<file path="config.mk">
export PLATFORM = sky130hd
export DESIGN_NAME = pc_fetch
export DESIGN_NICKNAME = d
export VERILOG_FILES = /design/src/rtl/cardinal_pkg.sv /design/src/rtl/pc_fetch_perf.sv /design/src/rtl/pc_fetch.sv
export SDC_FILE = /design/constraint.sdc
export NUM_CORES = 1
export LEC_CHECK = 0
export CAP_MARGIN = 5
export CELL_PAD_IN_SITES_DETAIL_PLACEMENT = 0
export CELL_PAD_IN_SITES_GLOBAL_PLACEMENT = 2
export CORE_MARGIN = 2
export CORE_UTILIZATION = 33
export DETAILED_ROUTE_END_ITERATION = 10
export PLACE_DENSITY_LB_ADDON = 0.1
export SYNTH_ARGS = -nofsm -noshare
export SYNTH_HDL_FRONTEND = slang
export SYNTH_SLANG_ARGS = --single-unit
</file>
<file path="constraint.sdc">
create_clock -name clk -period 4.1 [get_ports clk]
set_clock_uncertainty 0.1 [all_clocks]
set_input_delay 1.025 -clock clk [delete_from_list [all_inputs] [get_ports clk]]
set_output_delay 1.025 -clock clk [all_outputs]
set_load 0.02 [all_outputs]
</file>
<file path="src/rtl/cardinal_pkg.sv">
// Shared Cardinal core definitions: fetch state encoding, PC defaults and
// branch/NOP opcode constants.
package cardinal_pkg;

    localparam int PC_W_DEFAULT    = 32;
    localparam int PC_STEP_DEFAULT = 4;

    localparam logic [5:0] OP_BEZ  = 6'b100010;
    localparam logic [5:0] OP_BNEZ = 6'b100011;
    localparam logic [5:0] OP_NOP  = 6'b111000;

    typedef enum logic [1:0] {
        ST_RUN  = 2'd0,
        ST_HOLD = 2'd1,
        ST_PEND = 2'd2
    } fetch_state_e;

endpackage

</file>
<file path="src/rtl/pc_fetch_perf.sv">
// Saturating fetch/stall/redirect event counters for pc_fetch.
// Instantiated only when PC_FETCH_PERF_EN is defined.
module pc_fetch_perf (
    input  logic        clk,
    input  logic        rst,
    input  logic        fetch_inc,
    input  logic        stall_inc,
    input  logic        redirect_inc,
    output logic [31:0] fetch_cnt,
    output logic [31:0] stall_cnt,
    output logic [31:0] redirect_cnt
);

    logic [31:0] fetch_cnt_q, fetch_cnt_d;
    logic [31:0] stall_cnt_q, stall_cnt_d;
    logic [31:0] redirect_cnt_q, redirect_cnt_d;

    function automatic logic [31:0] sat_inc(input logic [31:0] cnt, input logic inc);
        if (inc && (cnt != 32'hFFFF_FFFF)) begin
            return cnt + 32'd1;
        end else begin
            return cnt;
        end
    endfunction

    // Next counter values; each sticks at all-ones once it gets there.
    always_comb begin
        fetch_cnt_d    = sat_inc(fetch_cnt_q, fetch_inc);
        stall_cnt_d    = sat_inc(stall_cnt_q, stall_inc);
        redirect_cnt_d = sat_inc(redirect_cnt_q, redirect_inc);
    end

    // Counter registers.
    always_ff @(posedge clk) begin
        if (rst) begin
            fetch_cnt_q    <= 32'd0;
            stall_cnt_q    <= 32'd0;
            redirect_cnt_q <= 32'd0;
        end else begin
            fetch_cnt_q    <= fetch_cnt_d;
            stall_cnt_q    <= stall_cnt_d;
            redirect_cnt_q <= redirect_cnt_d;
        end
    end

    assign fetch_cnt    = fetch_cnt_q;
    assign stall_cnt    = stall_cnt_q;
    assign redirect_cnt = redirect_cnt_q;

endmodule

</file>
<file path="src/rtl/pc_fetch.sv">
// Cardinal instruction-fetch stage: PC register, branch redirect (also under stall)
// and IF/ID flush generation. Define PC_FETCH_PERF_EN to add event counters.
module pc_fetch
    import cardinal_pkg::*;
#(
    parameter int              PC_W     = PC_W_DEFAULT,
    parameter int              PC_STEP  = PC_STEP_DEFAULT,
    parameter logic [PC_W-1:0] RESET_PC = '0
) (
    input  logic            clk,
    input  logic            rst,
    input  logic            stall,
    input  logic            br_taken,
    input  logic [15:0]     br_target,
    output logic [PC_W-1:0] imem_addr,
    output logic            imem_en,
    output logic            flush,
    output logic            pc_valid
`ifdef PC_FETCH_PERF_EN
    ,
    output logic [31:0]     fetch_cnt,
    output logic [31:0]     stall_cnt,
    output logic [31:0]     redirect_cnt
`endif
);

    fetch_state_e    state_q, state_d;
    logic [PC_W-1:0] pc_q, pc_d;
    logic [15:0]     pend_target_q, pend_target_d;
    logic            pc_valid_q;
    logic            pc_valid_s;
    logic            flush_s;
    logic [PC_W-1:0] br_target_ext_s;
    logic [PC_W-1:0] pend_target_ext_s;

    assign br_target_ext_s   = {{(PC_W-16){1'b0}}, br_target};
    assign pend_target_ext_s = {{(PC_W-16){1'b0}}, pend_target_q};

    // The reset cycle itself already reads as not-running.
    assign pc_valid_s = pc_valid_q & ~rst;

    // State register.
    always_ff @(posedge clk) begin
        if (rst) begin
            state_q       <= ST_RUN;
            pc_q          <= RESET_PC;
            pend_target_q <= 16'd0;
            pc_valid_q    <= 1'b0;
        end else begin
            state_q       <= state_d;
            pc_q          <= pc_d;
            pend_target_q <= pend_target_d;
            pc_valid_q    <= 1'b1;
        end
    end

    // Next-state and next-PC logic; a redirect is applied only with stall low.
    always_comb begin
        state_d       = state_q;
        pc_d          = pc_q;
        pend_target_d = pend_target_q;
        if (pc_valid_s) begin
            case (state_q)
                ST_RUN, ST_HOLD: begin
                    if (br_taken && stall) begin
                        pend_target_d = br_target;
                        state_d       = ST_PEND;
                    end else if (br_taken) begin
                        pc_d    = br_target_ext_s;
                        state_d = ST_RUN;
                    end else if (stall) begin
                        state_d = ST_HOLD;
                    end else begin
                        pc_d    = pc_q + PC_W'(PC_STEP);
                        state_d = ST_RUN;
                    end
                end
                ST_PEND: begin
                    if (stall) begin
                        if (br_taken) begin
                            pend_target_d = br_target;
                        end else begin
                            pend_target_d = pend_target_q;
                        end
                    end else begin
                        pc_d    = br_taken ? br_target_ext_s : pend_target_ext_s;
                        state_d = ST_RUN;
                    end
                end
                default: begin
                    state_d = ST_RUN;
                end
            endcase
        end else begin
            state_d = state_q;
        end
    end

    // Flush marks the cycle in which a redirect is applied.
    always_comb begin
        flush_s = 1'b0;
        if (pc_valid_s && !stall) begin
            case (state_q)
                ST_PEND:         flush_s = 1'b1;
                ST_RUN, ST_HOLD: flush_s = br_taken;
                default:         flush_s = 1'b0;
            endcase
        end else begin
            flush_s = 1'b0;
        end
    end

    assign imem_addr = pc_q;
    assign imem_en   = pc_valid_s & ~stall;
    assign flush     = flush_s;
    assign pc_valid  = pc_valid_s;

`ifdef PC_FETCH_PERF_EN
    pc_fetch_perf u_perf (
        .clk          (clk),
        .rst          (rst),
        .fetch_inc    (imem_en & ~flush_s),
        .stall_inc    (stall),
        .redirect_inc (flush_s),
        .fetch_cnt    (fetch_cnt),
        .stall_cnt    (stall_cnt),
        .redirect_cnt (redirect_cnt)
    );
`endif

endmodule

</file>
=== Word level (Yosys, flattened, before mapping) ===
Index checks and enable logic that the tools add are counted.

* Register bits: 51
* Latch bits: 0
* Memory bits (writable): 0
* Bits in read-only memories: 0
* Bits of input ports: 20
* Output and inout bits: 35
* Logic and storage cells: 44
* Memories kept: 0

* Add/sub/neg operators: 1
* Multipliers: 0
* Div/mod/pow operators: 0
* $lt $le $gt $ge: 0
* Equal/unequal tests: 8
* Shifts and indexed selects: 0
* Multiplexer cells: 18
* Bitwise logic cells: 4
* Reductions and logical operators: 9

{| class="wikitable"
|+ Operators with widths
! kind !! count
|-
| 32-bit 2-to-1 mux || 4
|-
| 16-bit 2-to-1 mux || 4
|-
| 32-bit one-hot mux with 2 select lines || 1
|-
| 32-bit by 3-bit adder with 32-bit output (second input constant) || 1
|-
| 16-bit one-hot mux with 2 select lines || 1
|-
| 2-bit inequality test (second input constant) || 5
|-
| 5-bit AND reduction || 2
|-
| 1-bit 2-to-1 mux || 4
|-
| 2-bit 2-to-1 mux || 2
|-
| 2-bit one-hot mux with 2 select lines || 1
|-
| 3-bit inequality test (second input constant) || 1
|-
| 1-bit AND || 2
|-
| 2-bit by 1-bit equality test with 1-bit output (second input constant) || 1
|-
| 2-bit equality test (second input constant) || 1
|-
| 1-bit logical AND || 2
|-
| 2-bit zero test || 1
|-
| 1-bit inverter || 2
|-
| 1-bit one-hot mux with 2 select lines || 1
|-
| 2-bit AND reduction || 1
|-
| 2-bit nonzero test || 1
|-
| 2-bit OR reduction || 1
|-
| 1-bit zero test || 1
|}

=== Longest topological paths before layout ===
Gate-level depths: netlist of run 1.

* Word-level depth: 5
* Gate-level depth with buffers: 8
* Depth with buffers taken out: 5

=== Worst setup path after synthesis of run 1 ===
No wires, ideal clock.

* Path type: in2out
* Start: in rst
* End: out flush
* Arrival: 2.026 ns
* Data required time: 2.975 ns
* Slack: 0.949 ns
* Cell stages on the path: 5
* Buffers on the path: 2
* Path through: buf_2 nor3b_4 o21ai_4 inv_2 buf_6

* Longest elaborated chain between the ends: 4

{| class="wikitable"
|+ RTL lines
! item !! RTL line !! text
|-
| from (decl) || pc_fetch.sv:11 || <nowiki>input logic rst,</nowiki>
|-
| 1-bit inverter || pc_fetch.sv:40 || <nowiki>assign pc_valid_s = pc_valid_q & ~rst;</nowiki>
|-
| 1-bit AND || pc_fetch.sv:40 ||
|-
| 1-bit logical AND || pc_fetch.sv:102 || <nowiki>if (pc_valid_s && !stall) begin</nowiki>
|-
| 1-bit 2-to-1 mux || pc_fetch.sv:102 ||
|-
| to (decl) || pc_fetch.sv:17 || <nowiki>output logic flush,</nowiki>
|}

No other way between the ends.

=== Final worst setup path of run 1 ===
* Start: in stall
* End: out imem_en

* Longest elaborated chain between the ends: 2

{| class="wikitable"
|+ RTL lines
! item !! RTL line !! text
|-
| from (decl) || pc_fetch.sv:12 || <nowiki>input logic stall,</nowiki>
|-
| 1-bit inverter || pc_fetch.sv:114 || <nowiki>assign imem_en = pc_valid_s & ~stall;</nowiki>
|-
| 1-bit AND || pc_fetch.sv:114 ||
|-
| to (decl) || pc_fetch.sv:16 || <nowiki>output logic imem_en,</nowiki>
|}

No other way between the ends.

==> flow_summary.json, run 1 <==
{
  "final_common_cell": "clkdlybuf4s50_1",
  "dr.first_iter.drc_count": 111,
  "cp.required_ns": 2.97,
  "setup_viol": 0,
  "route.met2.wl_um": 3431,
  "dpl_cell_area_um2": 3413,
  "ys_seq_area_share_pct": 36.15,
  "top_layer_used": "met4",
  "core_area_um2": 8258,
  "layout_common_cells": "54 x clkdlybuf4s50_1, 51 x dfxtp_1, 34 x nor2_1, 29 x mux2i_1, 27 x nand3_1",
  "worst_slew_pin_slew_ns": 0.7724,
  "finalMaxSlewViolations": 0,
  "syn_area_um2": 2824,
  "ys_seq_elements": 51,
  "cp.arrival_ns": 2.63,
  "grtUsageTotal_pct": 18.36,
  "slowest_delay_ns": 0.60,
  "drt_drc_violations_left": 0,
  "insertion_delay_ns": 0.31,
  "die_y_um": 96.51,
  "fin_nets": 396,
  "post-route-util_pct": 42.39,
  "via_per_inst": 5.500,
  "crit_type": "input port to output port",
  "hold_path_class": "flop to flop",
  "areaGrowthSynthToFinish_pct": 23.97,
  "timing.final.hold_violations": 0,
  "vias": 2640,
  "met1Wirelength_um": 4100,
  "slew_headroom_pct": 48.50,
  "ctsHoldBuffers": 0,
  "pre_cts_slack_ns": 0.3352,
  "post-place-cells": 473,
  "dp_hpwl_um": 5408,
  "period_share_pct": 91.60,
  "wl_met3_um": 410,
  "peakVddDrop_uv": 134.3,
  "cts_buffer_depth": 2,
  "numCtsBuffers": 5,
  "drive_gt1_share_pct": 7.467,
  "pin_count": 55,
  "yosysTopAreaCell": "dfxtp_1",
  "grt_pass1_wl_um": 13170,
  "power_mw": 0.9531,
  "ys.flop_type": "dfxtp_1",
  "min_period_ns": 3.756,
  "avgSynthCellArea_um2": 8.506,
  "root_buffer": "clkbuf_8",
  "synth_edf_count": 0,
  "die_area_um2": 9313,
  "cp_max_fo": 5,
  "final_area_um2": 3501,
  "slowest_stage": "clkdlybuf4s50_1",
  "io_buffer_count": 54,
  "status": "complete, no violations",
  "timing.hold.ws_ns": 0.3897,
  "first_global_vias": 2477,
  "ys_top_cells_by_area": "dfxtp_1 36%, mux2i_1 10%, nand3_1 4.8%",
  "ys_warn_count": 0,
  "routed_wl_um": 8067,
  "post_cts_resized": 0,
  "fin_cells": 480,
  "htree_num_levels": 2,
  "finalSetupTns_ns": 0,
  "rsz0062_at_grt": "no",
  "ant_nets": 0,
  "chipWidth_um": 96.51,
  "crit_path_frequent_cell": "clkdlybuf4s50_1",
  "rows": 33,
  "p_per_area_nw_per_um2": 272.2,
  "cap_viol_max_count": 0,
  "syn_nets": 353,
  "crit_chain": "clkdlybuf4s50_1 -> nor3b_4 -> buf_4 -> clkdlybuf4s50_1",
  "wire_per_inst_um": 16.81,
  "grt_overflow": 0,
  "grt_max_degree": 44,
  "cts_tree": "yes",
  "synthArstFlopShare_pct": 0,
  "antenna_cells": 0,
  "syn_inst": 332,
  "crit_path_start_kind": "input port",
  "clkSlewWorstSetupHoldPaths_ns": 0.09,
  "fill_cells": 883,
  "setup_ws_ns": 0.3444,
  "leakage_nw": 1.125,
  "synth.distinct_cells": 57,
  "place_congestion": 0.7315,
  "cp-end-kind": "output port",
  "first_pass_iters": 4,
  "antenna_found_initial": 0,
  "max_freq_ghz": 0.2663,
  "cts_setup_buffers": 0,
  "cts.sinks": 51,
  "initial_utilization_pct": 34.20,
  "netlist.area_leader.share_pct": 36.15
}
==> state kept, by name, indices dropped and copies added (netlist names) <==
name           cells
pc_valid_q         1
state_q            2
imem_addr         32
pend_target_q     16
==> cells in the mapped netlist, types with 6 or more instances <==
cell       n
clkbuf_1  13
or3_1     14
inv_1      8
nand3_1   27
nor2_1    34
a211oi_1  12
o21ai_0    6
a21oi_1   13
buf_2      6
nor2b_1    6
nor3_1    13
mux2i_1   29
nand2_1   17
dfxtp_1   51
==> worst max-delay path, delay by kind of cell <==
| family | cells | cell delay [ns] |
|---|---|---|
| and+or+nand+nor | 1 | 0.29 |
| buffers and inverters | 3 | 1.31 |
==> cell families (layout without fill, tap and decap cells) <==
kind of cell             count (synthesis)  count (layout)  share of synthesized area [%]
XOR/XNOR                                 4               4                          1.241
adder cells (fa/ha/maj)                  1               1                         0.4430
multiplexers                            30              30                          10.68
flip-flops                              51              51                          36.15
buffers and inverters                   34              77                          5.981
AO/OA/AOI/OAI                           60              60                          15.69
AND/OR/NAND/NOR                        152             152                          29.82
==> report_power, final <==
part / internal [mW] / total, mW / leakage, nW / switching [mW]
sequential: 0.506 / 0.521 / 0.413 / 0.0149
clock: 0.133 / 0.305 / 0.0470 / 0.172
combinational: 0.0596 / 0.127 / 0.665 / 0.0679
==> final cells by class <==
cell class                      instances  area (µm²)  share of cell area [%]
Sequential cell                        51        1021                   29.16
Inverter                                9       33.78                  0.9650
Multi-Input combinational cell        247        1634                   46.68
Timing Repair Buffer                   61       593.1                   16.94
Tap cell                              105       131.4                   3.753
Clock inverter                          1       5.005                  0.1430
Clock buffer                            6       82.58                   2.359
==> routing by layer <==
| layer | track usage [%] | up-vias |
|---|---|---|
| li1 | - | 1312 |
| met1 | 26.77 | 1256 |
| met2 | 27.60 | 62 |
| met3 | 3.646 | 10 |
| met4 | 4.812 | 0 |
| met5 | 0 | - |
==> final timing paths <==
check	from	to	slack, ns	cells past startpoint
setup reg to reg	state_q[1]$_SDFFE_PP0P_	imem_addr[7]$_SDFFE_PP0P_	1.83	4
hold reg to reg	imem_addr[31]$_SDFFE_PP0P_	imem_addr[31]$_SDFFE_PP0P_	0.39	2
setup / recovery	stall	imem_en	0.34	4
hold / removal	imem_addr[31]$_SDFFE_PP0P_	imem_addr[31]$_SDFFE_PP0P_	0.39	2
Power figures use the tool's default switching activity.
==> run 2: changes to the inputs <==
--- a/config.mk
+++ b/config.mk
@@ -9,7 +9,8 @@
 export CELL_PAD_IN_SITES_DETAIL_PLACEMENT = 0
 export CELL_PAD_IN_SITES_GLOBAL_PLACEMENT = 2
 export CORE_MARGIN = 2
-export CORE_UTILIZATION = 33
+export CORE_UTILIZATION = 34
+export CTS_BUF_LIST = sky130_fd_sc_hd__clkbuf_8
 export DETAILED_ROUTE_END_ITERATION = 10
 export PLACE_DENSITY_LB_ADDON = 0.1
 export SYNTH_ARGS = -nofsm -noshare
==> constraint.sdc (replaced) <==
create_clock -name clk -period 4.1 [get_ports clk]
set_clock_uncertainty 0.1 [all_clocks]
set_input_delay 1.025 -clock clk [delete_from_list [all_inputs] [get_ports clk]]
set_output_delay 1.025 -clock clk [all_outputs]
set_load 0.005 [all_outputs]
==> flow_summary.json, run 2 (synthesis gave the netlist of run 1 again) <==
{
  "clkSlewWorstSetupHoldPaths_ns": 0.08,
  "drive_gt1_share_pct": 7.200,
  "core_area_um2": 8134,
  "rrSetupSlack_ns": 1.79,
  "worst_slew_pin_slew_ns": 0.8203,
  "crit_path_start_kind": "input port",
  "hold_path_depth": 2,
  "fin_cells": 480,
  "vias": 2646,
  "initial_utilization_pct": 34.72,
  "min_period_ns": 3.637,
  "slowest_delay_ns": 0.51,
  "wire_per_inst_um": 16.70,
  "cp-end-kind": "output port",
  "grt_pass1_wl_um": 12830,
  "finalMaxSlewViolations": 0,
  "slew_headroom_pct": 45.31,
  "period_share_pct": 88.71,
  "cp.arrival_ns": 2.51,
  "p_per_area_nw_per_um2": 280.3,
  "cp.required_ns": 2.97,
  "chipWidth_um": 95.14,
  "post-place-cells": 473,
  "ff_latch_area_um2": 1021,
  "setup_viol": 0,
  "final_common_cell": "clkdlybuf4s50_1",
  "dp_hpwl_um": 5365,
  "first_global_vias": 2482,
  "root_buffer": "clkbuf_8",
  "fin_nets": 396,
  "numCtsBuffers": 5,
  "slowest_stage": "clkdlybuf4s50_1",
  "worstRegToRegCells": 4,
  "hold_start": "pend_target_q[11]$_SDFFE_PP0P_",
  "rows": 33,
  "die_y_um": 95.14,
  "antenna_found_initial": 0,
  "r2r_end": "imem_addr[7]$_SDFFE_PP0P_",
  "cp_max_fo": 5,
  "crit_buf_inv": 3,
  "leakage_nw": 1.133,
  "place_congestion": 0.7422,
  "drt_drc_violations_left": 0,
  "gr-usage-met3_pct": 3.557,
  "peakVddDrop_uv": 142.6,
  "timing.final.hold_violations": 0,
  "crit_type": "input port to output port",
  "die_area_um2": 9051,
  "cts_buffer_depth": 2,
  "hold_path_class": "flop to flop",
  "antenna_cells": 0,
  "htree_num_levels": 2,
  "finalSetupTns_ns": 0,
  "cts.sinks": 51,
  "first_pass_iters": 4,
  "insertion_delay_ns": 0.30,
  "grt_overflow": 0,
  "areaGrowthSynthToFinish_pct": 24.50,
  "post_cts_resized": 0,
  "crit_path_frequent_cell": "clkdlybuf4s50_1",
  "largest_register_ffs": 32,
  "min_to": "pend_target_q[11]$_SDFFE_PP0P_",
  "via_per_inst": 5.513,
  "cts_setup_buffers": 0,
  "grtUsageMet1_pct": 25.42,
  "met2_usage_pct": 28.76,
  "rsz0062_at_grt": "no",
  "top_usage_layer": "met2",
  "ctsHoldBuffers": 0,
  "fill_cells": 838,
  "grtUsageTotal_pct": 18.12,
  "status": "complete, no violations",
  "cp_top_family": "buffers and inverters",
  "dr.first_iter.drc_count": 93,
  "cts_tree": "yes",
  "io_buffer_count": 54,
  "cap_viol_max_count": 0,
  "pin_count": 55,
  "layout_common_cells": "54 x clkdlybuf4s50_1, 51 x dfxtp_1, 34 x nor2_1, 29 x mux2i_1, 27 x nand3_1",
  "routed_wl_um": 8015,
  "r2r_start": "state_q[1]$_SDFFE_PP0P_",
  "crit_chain": "clkdlybuf4s50_1 -> nor3b_4 -> buf_4 -> clkdlybuf4s50_1",
  "ant_nets": 0,
  "grt_max_degree": 44,
  "multiInputGateArea_um2": 1634,
  "max_freq_ghz": 0.2749
}
-- run 2: through the flow --
step	cell area, µm²	hold WS [ns]	util (%)	worst slack (ns)	power (mW)
final	3516	0.3854	43.22	0.4627	0.9855
after global routing	3516	0.4202	43.22	0.3887	1.026
after CTS	3516	0.3935	43.22	0.4585	0.9957
after detailed placement	3413	0.3704	41.96	0.4528	0.6529
after global placement	3413	0.3637	41.96	0.4629	0.6521
after floorplan	2824	0.3517	-	1.101	0.5968
-- run 2: layout make-up --
type                            instances  area share (%)
Clock inverter                          2          0.9609
Clock buffer                            5           1.957
Timing Repair Buffer                   61           16.87
Sequential cell                        51           29.04
Multi-Input combinational cell        247           46.48
Tap cell                              105           3.737
Inverter                                9          0.9609
-- run 2: tightest hold or removal path: cells and delay by family (launching register included) --
family	cells	cell delay, ns
DFF	1	0.33
and+or+nand+nor	1	0.07
muxes	1	0.06
-- run 2: worst max path at each step --
| stage | cells after the start | to | startpoint | slack, ns |
|---|---|---|---|---|
| after floorplan | 5 | flush | rst | 1.10 |
| after global placement | 4 | imem_en | stall | 0.46 |
| after detailed placement | 4 | imem_en | stall | 0.45 |
| after CTS | 4 | imem_en | stall | 0.46 |
| after global routing | 4 | imem_en | stall | 0.39 |
| final | 4 | imem_en | stall | 0.46 |
-- run 2: layer usage --
layer | routed length (µm) | share of wire [%]
met1 | 3952 | 49
met2 | 3765 | 47
met3 | 264 | 3.3
met4 | 33 | 0.41
met5 | 0 | 0
-- run 2: report_power, final --
part	switching, mW	total [mW]	internal [mW]
logic	0.0602	0.120	0.0594
registers	0.0146	0.521	0.506
clock network	0.168	0.345	0.177
total	0.243	0.985	0.742
